**src/rtl/vga_timing_pkg.sv**
```systemverilog
// rtl/vga_timing_pkg.sv - default 640x480@60 timing constants and the phase enumeration
package vga_timing_pkg;

    localparam int DEF_H_VISIBLE = 640;
    localparam int DEF_H_FRONT   = 16;
    localparam int DEF_H_SYNC    = 96;
    localparam int DEF_H_BACK    = 48;

    localparam int DEF_V_VISIBLE = 480;
    localparam int DEF_V_FRONT   = 10;
    localparam int DEF_V_SYNC    = 2;
    localparam int DEF_V_BACK    = 33;

    // Counts per line / per frame; every axis is visible + front + sync + back.
    function automatic int axis_total(input int visible, input int front,
                                      input int sync, input int back);
        return visible + front + sync + back;
    endfunction

    localparam int H_TOTAL = axis_total(DEF_H_VISIBLE, DEF_H_FRONT, DEF_H_SYNC, DEF_H_BACK);
    localparam int V_TOTAL = axis_total(DEF_V_VISIBLE, DEF_V_FRONT, DEF_V_SYNC, DEF_V_BACK);

    typedef enum logic [1:0] {
        PH_ACTIVE = 2'd0,
        PH_FRONT  = 2'd1,
        PH_SYNC   = 2'd2,
        PH_BACK   = 2'd3
    } phase_e;

endpackage

```
**src/rtl/vga_axis_timer.sv**
```systemverilog
// rtl/vga_axis_timer.sv - one timing axis: wrapping counter plus active/front/sync/back phase tracker
module vga_axis_timer
    import vga_timing_pkg::*;
#(
    parameter int VISIBLE = DEF_H_VISIBLE,
    parameter int FRONT   = DEF_H_FRONT,
    parameter int SYNC    = DEF_H_SYNC,
    parameter int BACK    = DEF_H_BACK,
    parameter int CNT_W   = 10
) (
    input  logic             Clk,
    input  logic             Rst,
    input  logic             En,
    output logic [CNT_W-1:0] Count,  // current count, registered
    output phase_e           Phase,  // phase of the count loaded at the next edge
    output logic             Wrap    // current count is the last one; next En wraps to 0
);

    localparam int TOTAL = axis_total(VISIBLE, FRONT, SYNC, BACK);

    localparam logic [CNT_W-1:0] LAST        = CNT_W'(TOTAL - 1);
    localparam logic [CNT_W-1:0] FRONT_START = CNT_W'(VISIBLE);
    localparam logic [CNT_W-1:0] SYNC_START  = CNT_W'(VISIBLE + FRONT);
    localparam logic [CNT_W-1:0] BACK_START  = CNT_W'(VISIBLE + FRONT + SYNC);

    logic [CNT_W-1:0] count_q, count_d;
    phase_e           phase_q, phase_d;

    // Next count and next phase; both hold when En is low.
    always_comb begin
        count_d = count_q;
        phase_d = phase_q;
        if (En) begin
            count_d = (count_q == LAST) ? '0 : count_q + 1'b1;
            unique case (phase_q)
                PH_ACTIVE: if (count_d == FRONT_START) phase_d = PH_FRONT;
                PH_FRONT:  if (count_d == SYNC_START)  phase_d = PH_SYNC;
                PH_SYNC:   if (count_d == BACK_START)  phase_d = PH_BACK;
                PH_BACK:   if (count_d == '0)          phase_d = PH_ACTIVE;
            endcase
        end
    end

    // Counter and phase state; reset parks on the last back-porch count.
    always_ff @(posedge Clk) begin
        if (Rst) begin
            count_q <= LAST;
            phase_q <= PH_BACK;
        end else begin
            count_q <= count_d;
            phase_q <= phase_d;
        end
    end

    assign Count = count_q;
    assign Phase = phase_d;
    assign Wrap  = (count_q == LAST);

endmodule

```
**src/rtl/vga_sync_gen.sv**
```systemverilog
// rtl/vga_sync_gen.sv - 640x480@60 VGA sync, visible flag, coordinates and line/frame strobes
module vga_sync_gen
    import vga_timing_pkg::*;
#(
    parameter int H_VISIBLE = DEF_H_VISIBLE,
    parameter int H_FRONT   = DEF_H_FRONT,
    parameter int H_SYNC    = DEF_H_SYNC,
    parameter int H_BACK    = DEF_H_BACK,
    parameter int V_VISIBLE = DEF_V_VISIBLE,
    parameter int V_FRONT   = DEF_V_FRONT,
    parameter int V_SYNC    = DEF_V_SYNC,
    parameter int V_BACK    = DEF_V_BACK,
    parameter bit SYNC_POL  = 1'b0,
    parameter int CNT_W     = 10
) (
    input  logic             Clk,
    input  logic             Rst,
    input  logic             PixEn,
    output logic             HSync,
    output logic             VSync,
    output logic             Video_on,
    output logic [CNT_W-1:0] PixelX,
    output logic [CNT_W-1:0] PixelY,
    output logic             LineStart,
    output logic             FrameStart
);

    phase_e h_phase_d, v_phase_d;
    logic   h_wrap, v_wrap;
    logic   v_en;

    logic hsync_q, vsync_q, video_on_q, line_start_q, frame_start_q;

    // The vertical axis steps once per line, on the pixel that wraps the horizontal axis.
    assign v_en = PixEn & h_wrap;

    vga_axis_timer #(
        .VISIBLE (H_VISIBLE),
        .FRONT   (H_FRONT),
        .SYNC    (H_SYNC),
        .BACK    (H_BACK),
        .CNT_W   (CNT_W)
    ) u_h_timer (
        .Clk   (Clk),
        .Rst   (Rst),
        .En    (PixEn),
        .Count (PixelX),
        .Phase (h_phase_d),
        .Wrap  (h_wrap)
    );

    vga_axis_timer #(
        .VISIBLE (V_VISIBLE),
        .FRONT   (V_FRONT),
        .SYNC    (V_SYNC),
        .BACK    (V_BACK),
        .CNT_W   (CNT_W)
    ) u_v_timer (
        .Clk   (Clk),
        .Rst   (Rst),
        .En    (v_en),
        .Count (PixelY),
        .Phase (v_phase_d),
        .Wrap  (v_wrap)
    );

    // Outputs are decoded from the phases the counters enter at this edge, so they line up with PixelX/PixelY.
    always_ff @(posedge Clk) begin
        if (Rst) begin
            hsync_q       <= ~SYNC_POL;
            vsync_q       <= ~SYNC_POL;
            video_on_q    <= 1'b0;
            line_start_q  <= 1'b0;
            frame_start_q <= 1'b0;
        end else if (PixEn) begin
            hsync_q       <= (h_phase_d == PH_SYNC) ? SYNC_POL : ~SYNC_POL;
            vsync_q       <= (v_phase_d == PH_SYNC) ? SYNC_POL : ~SYNC_POL;
            video_on_q    <= (h_phase_d == PH_ACTIVE) && (v_phase_d == PH_ACTIVE);
            line_start_q  <= h_wrap;
            frame_start_q <= h_wrap & v_wrap;
        end else begin
            line_start_q  <= 1'b0;
            frame_start_q <= 1'b0;
        end
    end

    assign HSync      = hsync_q;
    assign VSync      = vsync_q;
    assign Video_on   = video_on_q;
    assign LineStart  = line_start_q;
    assign FrameStart = frame_start_q;

endmodule

```
**config.mk**
```make
export PLATFORM = sky130hd
export DESIGN_NAME = vga_sync_gen
export DESIGN_NICKNAME = d
export VERILOG_FILES = /design/src/rtl/vga_timing_pkg.sv /design/src/rtl/vga_axis_timer.sv /design/src/rtl/vga_sync_gen.sv
export SDC_FILE = /design/constraint.sdc
export NUM_CORES = 1
export LEC_CHECK = 0
export ABC_AREA = 0
export CAP_MARGIN = 10
export CELL_PAD_IN_SITES_DETAIL_PLACEMENT = 0
export CELL_PAD_IN_SITES_GLOBAL_PLACEMENT = 1
export CORE_UTILIZATION = 40
export DETAILED_ROUTE_END_ITERATION = 8
export GPL_ROUTABILITY_DRIVEN = 0
export PLACE_DENSITY = 0.79
export SKIP_CTS_REPAIR_TIMING = 1
export SLEW_MARGIN = 5
export SYNTH_ARGS = -nofsm -noshare
export SYNTH_HDL_FRONTEND = slang
export SYNTH_SLANG_ARGS = --single-unit
```
**constraint.sdc**
```tcl
create_clock -name Clk -period 3.25 [get_ports Clk]
set_input_delay 0.975 -clock Clk [delete_from_list [all_inputs] [get_ports Clk]]
set_output_delay 0.975 -clock Clk [all_outputs]
set_load 0.005 [all_outputs]
```
==> results.txt <==
The tools report the wire length of the first global-routing pass as 8040 um. The number of top-level pins is 28, and the peak fanout along the critical path is 12. The leakage power of the design came out at 0.856 nW. Setup violations remaining at the end of the flow were counted as 0.

Averaged over all synthesized cells, the footprint is 7.80 um^2. The tool flagged a number of max-cap violations equal to 0. For this run, the leading register cell type out of synthesis is dfxtp_1.

The post-synthesis to final-layout area growth is 18.9%, and the complex-gate fraction of the synthesized area is 23.0%. The worst setup path category is flip-flop to flip-flop. Summing the sequential cell areas from Yosys gives 30.9% of the chip area. Final hold analysis gives a worst-case slack of 0.466 ns. Summing every instance area after synthesis gives 0.00188 mm^2.

The net count of the finished layout is 266, and the number of warnings reported in the yosys synthesis log is 0. The signal on the critical path passes through ha_1 > and3_1 > and3_1 > xnor2_1 > nor4_2 > nand4_1 > o311ai_1 > nor3_1 > a31o_1. After floorplanning, the core was divided into 24 placement rows. The count of unresolved DRC violations after routing was 4; the number of sinks driven by the clock tree was 29. The vertical extent of the die was 70.5 um; the worst reg2reg path depth was 9. The clock passes through at most 2 buffers. Dominant combinational cell family by area after synthesis: simple AND/OR/NAND/NOR gates. Across all setup checks in the final design, the least slack found is 0.355 ns. The mux cell area share after synthesis is 1.07%, and the worst slew margin relative to its limit is 66.4%.

After synthesis, the netlist uses 51 different library cells. The number of nets in the synthesized netlist is 248, and the fraction of layout cells with a size suffix above 1 is 6.56%. TritonCTS built the clock tree. TritonCTS created 5 clock buffers. Setup repair after global routing left no endpoint under its margin. Prior to clock tree synthesis, the placed netlist has a worst setup slack of 0.404 ns.

The worst hold path passes through 2 cells. Peak per-stage delay on the critical path: 0.56 ns. After detailed routing, the average wire length per cell comes to 15.4 um. The buffer type at the clock tree root was clkbuf_8. In the post-synthesis netlist, the biggest area contributors are dfxtp_1 31%, nand2_1 5.8%, xor2_1 4.2%.

Entering global routing, the biggest net connects 20 pins. The run gives 0.28 ns as the clock latency of the later-clocked register in the worst-skew pair. The logs give 0 for the number of max-slew violations in the final report and 0 ns for the sum of negative setup slack. For the number of filler instances in the final layout, the log shows 462.

The die is 70.5 um wide. The number of enable-type register cells in the synthesized netlist is 0. The flow ran to the end, but the final reports show violations. The initial detailed-routing violation count is 113, and the simple-gate area share of the yosys netlist is 29.5%. The number of antenna violations at the first check in global routing was 0.

The post-synthesis cell type with the largest combined area is dfxtp_1. The detailed-router iteration count before antenna repair is 6, and the average vias per placed instance is 5.92. For the area of the core, the log shows 0.00444 mm^2. The slowest stage of the critical path belongs to the cell dfxtp_1.

The routed layout has 1841 vias. Counting flops and latches in the post-synthesis netlist gives 29. Data on the critical path arrives at its endpoint at 3.07 ns.

The logs give 3320 um for the final HPWL from detailed placement and 241 for the number of instances in the synthesized netlist. The via count of the first global-routing pass is 1608. The clock slew at the register clock pins of the worst setup and hold paths is 0.07 ns. Once detail routing completed, the nets flagged for antenna violations numbered 0. Leaving out fill and tap cells, the most frequent cells in the layout are 29 x dfxtp_1, 29 x nand2_1, 27 x clkdlybuf4s50_1.

The clock period minus final worst setup slack came out at 2.89 ns. The tools report the total inserted antenna cells as 0. The checks that failed: DRC. The most prevalent standard cell on the critical path is and3_1. Based on the critical path, the design can be clocked at up to 0.345 GHz. The worst setup path is launched from a flip-flop. The async set-or-reset flop fraction in the synthesized netlist came out at 0%. The transition time at the pin with the least slew margin came out at 0.503 ns. The worst-case IR drop observed on VDD is 0.223 mV. The xor-xnor portion of the synthesized cell area is 6.52%.

The run gives 20.1% as the overall routing resource usage. The logs give 0.00498 mm^2 for the die area and 0 for the final-report hold violation count. The routed wire length was 4800 um; the power per cell area was 469 mW/mm^2.

The min-delay analysis places its worst path in the category flip-flop to flip-flop. On the final layout, the worst clock skew is 0.00476 ns. STA classifies the critical path endpoint as a flip-flop. Dividing the final minimum period by the clock period gives 89.1%. The required time of the worst setup path was 3.43 ns. Of the post-synthesis cell area, the dominant cell type holds 30.9%.

Buffers placed on the I/O ports in this run total 27. The synthesized netlist devotes 2.66% of its cell area to adder and majority cells. For this configuration, the core starts out at a cell density of 42.3%.

The depth of the CTS H-tree was 2; the total congestion overflow after global routing was 0.
## cell usage after synthesis, types with 2 or more instances
| library cell | n |
|---|---|
| dfxtp_1 | 29 |
| nand2_1 | 29 |
| nor2_1 | 16 |
| o21ai_0 | 15 |
| a21oi_1 | 14 |
| clkbuf_1 | 11 |
| and3_1 | 10 |
| xor2_1 | 9 |
| inv_1 | 8 |
| nand3_1 | 8 |
| nand4_1 | 7 |
| nor3_1 | 7 |
| buf_2 | 5 |
| nand2b_1 | 5 |
| or3_1 | 5 |
| xnor2_1 | 5 |
| ha_1 | 4 |
| a31oi_1 | 3 |
| and4_1 | 3 |
| buf_4 | 3 |
| nor4_1 | 3 |
| a21o_1 | 2 |
| a41o_1 | 2 |
| a41oi_1 | 2 |
| mux2i_1 | 2 |
| nand3b_1 | 2 |
| nor4_2 | 2 |
| o211a_1 | 2 |
| o211ai_1 | 2 |
| o22ai_1 | 2 |
| o311ai_0 | 2 |
| o31ai_1 | 2 |
| or4_1 | 2 |
## cell type report
cell class / instances / area (um^2) / area share [%]
multi-input combinational: 185 / 1180 / 52.8
sequential: 29 / 581 / 26.0
tap: 52 / 65.1 / 2.91
timing repair buffer: 30 / 293 / 13.1
inverter: 8 / 30.0 / 1.34
clock buffer: 7 / 86.3 / 3.86
## critical path: cells and delay by family, from the launching register on
kind,cells,cell delay [ns]
xor+xnor,1,0.09
simple gates,5,1.08
compound gates,2,0.59
fa+ha+maj,1,0.46
flops,1,0.56
## per-stage QoR
step	utilization [%]	power, mW	area, um^2	cells
floorplan	-	0.649	1880	241
global placement	48.3	0.744	2150	304
detailed placement	48.3	0.745	2150	304
CTS	50.3	1.05	2230	311
global route	50.3	1.11	2230	311
finish	50.3	1.05	2230	311
## report_power, final
group	switching, mW	internal [mW]
logic	0.161	0.139
clock network	0.141	0.168
registers	0.0549	0.384
## cell families (layout without fill, tap and decap cells)
group,Yosys count,in the layout
and+or+nand+nor,102,102
AOI/OAI and AO/OA,63,63
DFF,29,29
buffers and inverters,27,45
xor gates and xnor gates,14,14
adders and majority gates,4,4
muxes,2,2
## layer usage
metal | track usage [%] | share of wire (%) | vias up
met4 | 8.44 | 2.6 | 0
li1 | - | - | 920
met1 | 26.7 | 48 | 872
met2 | 31.7 | 46 | 37
met5 | 0 | 0 | -
met3 | 4.56 | 3.5 | 12
## state kept, by name, summed over array words and instances (netlist names)
register           count
u_v_timer.phase_q      2
Video_on               1
HSync                  1
LineStart              1
VSync                  1
u_h_timer.phase_q      2
FrameStart             1
u_h_timer.Count       10
u_v_timer.Count       10
## path summary, 6_finish.rpt
check        endpoint                from  slack (ns)
max          Video_on  u_v_timer.Count[1]        0.36
max reg2reg  Video_on  u_v_timer.Count[1]        0.36
min reg2reg     HSync               HSync        0.47
min             HSync               HSync        0.47
(Power assumes the default switching activity.)
